[src/rtl/bus_read_sequencer_pkg.sv]
// Shared types and constants for the datapath bus read sequencer.
// Holds the FSM state encoding, the settle counter width and the default bus width.
package bus_read_sequencer_pkg;

  typedef enum logic [1:0] {
    ST_IDLE  = 2'd0,
    ST_DRIVE = 2'd1,
    ST_RESP  = 2'd2
  } state_e;

  // Settle counter width; supports settle windows of 1..15 cycles.
  localparam int unsigned SETTLE_CNT_W = 4;

  localparam int unsigned BUS_W_DEFAULT = 32;

endpackage

[src/rtl/bus_read_sequencer_oe_dec.sv]
// Combinational source-index to one-hot output-enable decoder.
// An index at or beyond NUM_SRC yields all-zero enables and raises oor_c.
module oe_onehot_dec
  import bus_read_sequencer_pkg::*;
#(
  parameter int unsigned NUM_SRC = 8,
  parameter int unsigned SRC_W   = 3
) (
  input  logic [SRC_W-1:0]   idx_i,
  output logic [NUM_SRC-1:0] onehot_c,
  output logic               oor_c
);

  always_comb begin
    onehot_c = '0;
    oor_c    = (32'(idx_i) >= NUM_SRC);
    for (int unsigned i = 0; i < NUM_SRC; i++) begin
      if (idx_i == SRC_W'(i)) begin
        onehot_c[i] = 1'b1;
      end
    end
  end

endmodule

[src/rtl/bus_read_sequencer.sv]
// Reader/arbiter for the shared tri-state datapath bus: grants one driver's output
// enable for a settle window, samples the bus, and returns the word via valid/ready.
module bus_read_sequencer
  import bus_read_sequencer_pkg::*;
#(
  parameter int unsigned NUM_SRC    = 8,
  parameter int unsigned SRC_W      = 3,
  parameter int unsigned SETTLE_CYC = 1,
  parameter int unsigned DATA_W     = BUS_W_DEFAULT
) (
  input  logic               clk,
  input  logic               rst,
  input  logic               req_valid,
  output logic               req_ready,
  input  logic [SRC_W-1:0]   req_src,
  output logic [NUM_SRC-1:0] src_oe,
  input  logic [DATA_W-1:0]  bus_data,
  output logic               resp_valid,
  input  logic               resp_ready,
  output logic [DATA_W-1:0]  resp_data,
  output logic               resp_err
);

  localparam logic [SETTLE_CNT_W-1:0] LAST_CNT = SETTLE_CNT_W'(SETTLE_CYC - 1);

  state_e                  state_q, state_d;
  logic [SETTLE_CNT_W-1:0] cnt_q, cnt_d;
  logic [NUM_SRC-1:0]      oe_q, oe_d;
  logic                    err_q, err_d;
  logic                    resp_valid_q, resp_valid_d;
  logic [DATA_W-1:0]       resp_data_q, resp_data_d;
  logic                    resp_err_q, resp_err_d;

  logic [NUM_SRC-1:0]      dec_onehot;
  logic                    dec_oor;

  oe_onehot_dec #(
    .NUM_SRC (NUM_SRC),
    .SRC_W   (SRC_W)
  ) u_oe_dec (
    .idx_i    (req_src),
    .onehot_c (dec_onehot),
    .oor_c    (dec_oor)
  );

  // Next-state and registered-output decode.
  always_comb begin
    state_d      = state_q;
    cnt_d        = cnt_q;
    oe_d         = oe_q;
    err_d        = err_q;
    resp_valid_d = resp_valid_q;
    resp_data_d  = resp_data_q;
    resp_err_d   = resp_err_q;

    unique case (state_q)
      ST_IDLE: begin
        oe_d = '0;
        if (req_valid) begin
          state_d = ST_DRIVE;
          oe_d    = dec_onehot;
          err_d   = dec_oor;
          cnt_d   = '0;
        end
      end

      ST_DRIVE: begin
        cnt_d = cnt_q + SETTLE_CNT_W'(1);
        // Last settle cycle: sample the bus and release the driver together.
        if (cnt_q == LAST_CNT) begin
          resp_data_d  = err_q ? '0 : bus_data;
          resp_err_d   = err_q;
          resp_valid_d = 1'b1;
          oe_d         = '0;
          state_d      = ST_RESP;
        end
      end

      ST_RESP: begin
        oe_d = '0;
        if (resp_ready) begin
          resp_valid_d = 1'b0;
          resp_err_d   = 1'b0;
          state_d      = ST_IDLE;
        end
      end

      default: begin
        oe_d         = '0;
        resp_valid_d = 1'b0;
        resp_err_d   = 1'b0;
        state_d      = ST_IDLE;
      end
    endcase
  end

  always_ff @(posedge clk) begin
    if (rst) begin
      state_q      <= ST_IDLE;
      cnt_q        <= '0;
      oe_q         <= '0;
      err_q        <= 1'b0;
      resp_valid_q <= 1'b0;
      resp_data_q  <= '0;
      resp_err_q   <= 1'b0;
    end else begin
      state_q      <= state_d;
      cnt_q        <= cnt_d;
      oe_q         <= oe_d;
      err_q        <= err_d;
      resp_valid_q <= resp_valid_d;
      resp_data_q  <= resp_data_d;
      resp_err_q   <= resp_err_d;
    end
  end

  assign req_ready  = (state_q == ST_IDLE);
  assign src_oe     = oe_q;
  assign resp_valid = resp_valid_q;
  assign resp_data  = resp_data_q;
  assign resp_err   = resp_err_q;

endmodule

[config.mk]
export PLATFORM = sky130hd
export DESIGN_NAME = bus_read_sequencer
export DESIGN_NICKNAME = d
export VERILOG_FILES = /design/src/rtl/bus_read_sequencer_pkg.sv /design/src/rtl/bus_read_sequencer_oe_dec.sv /design/src/rtl/bus_read_sequencer.sv
export SDC_FILE = /design/constraint.sdc
export NUM_CORES = 1
export LEC_CHECK = 0
export CORE_MARGIN = 2
export CORE_UTILIZATION = 42
export DETAILED_ROUTE_END_ITERATION = 7
export PLACE_DENSITY = 0.78
export SLEW_MARGIN = 10
export SYNTH_ARGS = -nofsm -noshare
export SYNTH_HDL_FRONTEND = slang
export SYNTH_SLANG_ARGS = --single-unit
[constraint.sdc]
create_clock -name clk -period 2.1 [get_ports clk]
set_clock_uncertainty 0.05 [all_clocks]
set_input_delay 0.63 -clock clk [delete_from_list [all_inputs] [get_ports clk]]
set_output_delay 0.63 -clock clk [all_outputs]
set_load 0.02 [all_outputs]
==> run_results.csv <==
group,metric,value,unit
status,status,"complete, no violations",
detailed_routing,viasPerCell,5.21,
layout,area_delta_synth_final,47.0,%
timing,period_needed,1.94,ns
synth,synth_compound_area_share,14.3,%
global_routing,grt_max_degree,39,
clock_network,cts-htree-levels,2,
global_routing,grt_pass1_wl,7.51,mm
min_path,worstHoldPathCells,2,
clock_network,post-cts-setup-buffer-count,0,
timing,drv_slew,0,
synth,syn_area,2000,sq um
synth,ys_top_cells_by_area,"dfxtp_1 (47%), nand4b_1 (14%), nand2b_1 (10%)",
layout,layout.nets,327,
setup_path,path_max_fanout,2,
synth,synth_top_area_share,47.1,%
setup_path,cp.required,1.42,ns
timing,hold_violations,0,
setup_path,cp_cell_sequence,"clkdlybuf4s50_1",
detailed_routing,dr.pass1.iters,4,
timing,maxClockFrequency,515,MHz
detailed_routing,wl_per_cell,13.7,um
floorplanning,core-area,4660,sq um
power,ir_drop,0.345,mV
timing,setup_violations,0,
setup_path,critPathBufInv,1,
detailed_routing,post-route-drc-count,0,
place,placed_cell_area,2850,sq um
synth,synth-xor-area-share,0,%
setup_path,rr_worst_depth,6,
setup_path,crit_path_top_delay_cell,"clkdlybuf4s50_1",
setup_path,cp_num_cells,1,
floorplanning,start_util,42.9,%
floorplanning,die_w,73.0,um
global_routing,grt_overflow,0,
floorplanning,num_rows,25,
clock_network,cts_tree,"done",
synth,synth-adder-area-share,1.25,%
synth,ys_seq_area_share,47.1,%
power,pwr_density_cell,680,nW/um^2
setup_path,max_stage_delay,0.62,ns
synth,synthSimpleGateAreaFrac,31.8,%
timing,fin_crit_sh,92.5,%
synth,synth_edf_count,0,
flow_run,cap_viol_max_count,0,
layout,final_common_cell,"clkdlybuf4s50_1",
global_routing,met1_usage,24.2,%
floorplanning,die_area,5330,sq um
synth,synth_area_leader_cell,"dfxtp_1",
layout,drive_gt1_share,7.32,%
clock_network,cts-resized-gates,1,
synth,avgSynthCellArea,9.52,sq um
synth,yosys_warnings,0,
power,p_leak,1.00,nW
setup_path,crit_type,"register to primary output",
detailed_routing,final_antenna_net_count,0,
synth,synth_ff_type,"dfxtp_1",
synth,synthMuxAreaShare,0.501,%
global_routing,busiest_layer,"met2",
timing,grt_setup_unrepaired,"no",
synth,ys_types,32,
place,post-dp-hpwl,3.11,mm
detailed_routing,drt_iter0_drc,77,
setup_path,critPathArrivalTime,1.26,ns
global_routing,grt_use_total,17.8,%
global_routing,grt_pass1_vias,1635,
layout,diodes,0,
synth,synth_top_family_by_area,"simple AND/OR/NAND/NOR gates",
clock_network,numCtsBuffers,5,
clock_network,clk_pin_slew_worst_paths,0.09,ns
setup_path,cp_top_family,"buffers and inverters",
global_routing,grt.met2_usage,27.4,%
synth,syn_inst,210,
floorplanning,ioPinCount,82,
place,portBuffers,80,
clock_network,clk_latency,0.29,ns
clock_network,clockBufferDepth,2,
detailed_routing,drt-total-wl,4.67,mm
layout,design_area,2940,sq um
global_routing,grtUsageMet3,4.83,%
floorplanning,dieHeight,73.0,um
min_path,hold_class,"register to register",
timing,tns,0,ns
clock_network,cts-root-buf,"clkbuf_8",
clock_network,hold_buffers,0,
synth,ys_ff_latch,47,
synth,syn-num-nets,251,
synth,async_flop_share,0,%
clock_network,cts.sinks,47,
setup_path,critPathLaunchType,"register",
timing,timing.hold.ws,0.419,ns
global_routing,antenna_found_initial,0,
setup_path,endpoint_kind,"primary output",
place,finalWeightedCongestion,0.808,
detailed_routing,num_vias,1778,
layout,final_cell_mix,"clkdlybuf4s50_1 (78), dfxtp_1 (47), nand2b_1 (33)",
through the flow:
step / util [%] / setup WS [ns] / total power [mW] / cells
4_1_cts: 63.0 / 0.145 / 2.02 / 341
2_1_floorplan: - / 0.602 / 1.25 / 210
3_5_place_dp: 61.2 / 0.108 / 1.50 / 333
6_report: 63.0 / 0.156 / 2.00 / 341
5_1_grt: 63.0 / 0.106 / 2.09 / 341
3_3_place_gp: 61.2 / 0.144 / 1.50 / 333
Yosys cell counts (all sizes together) (3+ instances only):
master	n
nand2	5
o21ai	33
a32o	4
dfxtp	47
buf	11
nor2	5
clkbuf	9
a22o	4
nor2b	3
nand2b	33
nand4b	32
area by class of cell:
class | count | area [sq um]
Fill cell | 421 | 1720
Clock buffer | 5 | 68.8
Tap cell | 54 | 67.6
Inverter | 2 | 7.51
Multi-Input combinational cell | 141 | 962
Sequential cell | 47 | 941
Timing Repair Buffer | 89 | 875
Clock inverter | 3 | 15.0
cell families (layout without fill, tap and decap cells):
kind of cell	after synthesis	in the layout
simple gates	89	89
compound gates	48	48
flops	47	47
buf+inv	22	99
fa+ha+maj	2	2
other cells	1	1
mux	1	1
report_power, final:
part | leakage, nW | switching [mW] | total (mW) | internal [mW]
clock | 0.0477 | 0.294 | 0.523 | 0.228
combinational | 0.574 | 0.244 | 0.487 | 0.243
sequential | 0.383 | 0.0352 | 0.987 | 0.952
sequential cells by signal, indices dropped and copies added (netlist names):
| signal | cells |
|---|---|
| src_oe | 8 |
| resp_valid | 1 |
| resp_data | 32 |
| cnt_q | 4 |
| state_q | 2 |
path summary, 6_finish.rpt:
path / start / endpoint / slack [ns]
min reg2reg: resp_valid / resp_valid / 0.42
min: resp_valid / resp_valid / 0.42
max reg2reg: cnt_q[0] / src_oe[5] / 0.42
max: src_oe[3] / src_oe[3] / 0.16
per-layer routing:
metal / routed length [um] / part of all wire [%]
met1: 2260 / 48
met2: 2100 / 45
met3: 269 / 5.8
met4: 45 / 0.96
met5: 0 / 0
Power figures use the tool's default switching activity.
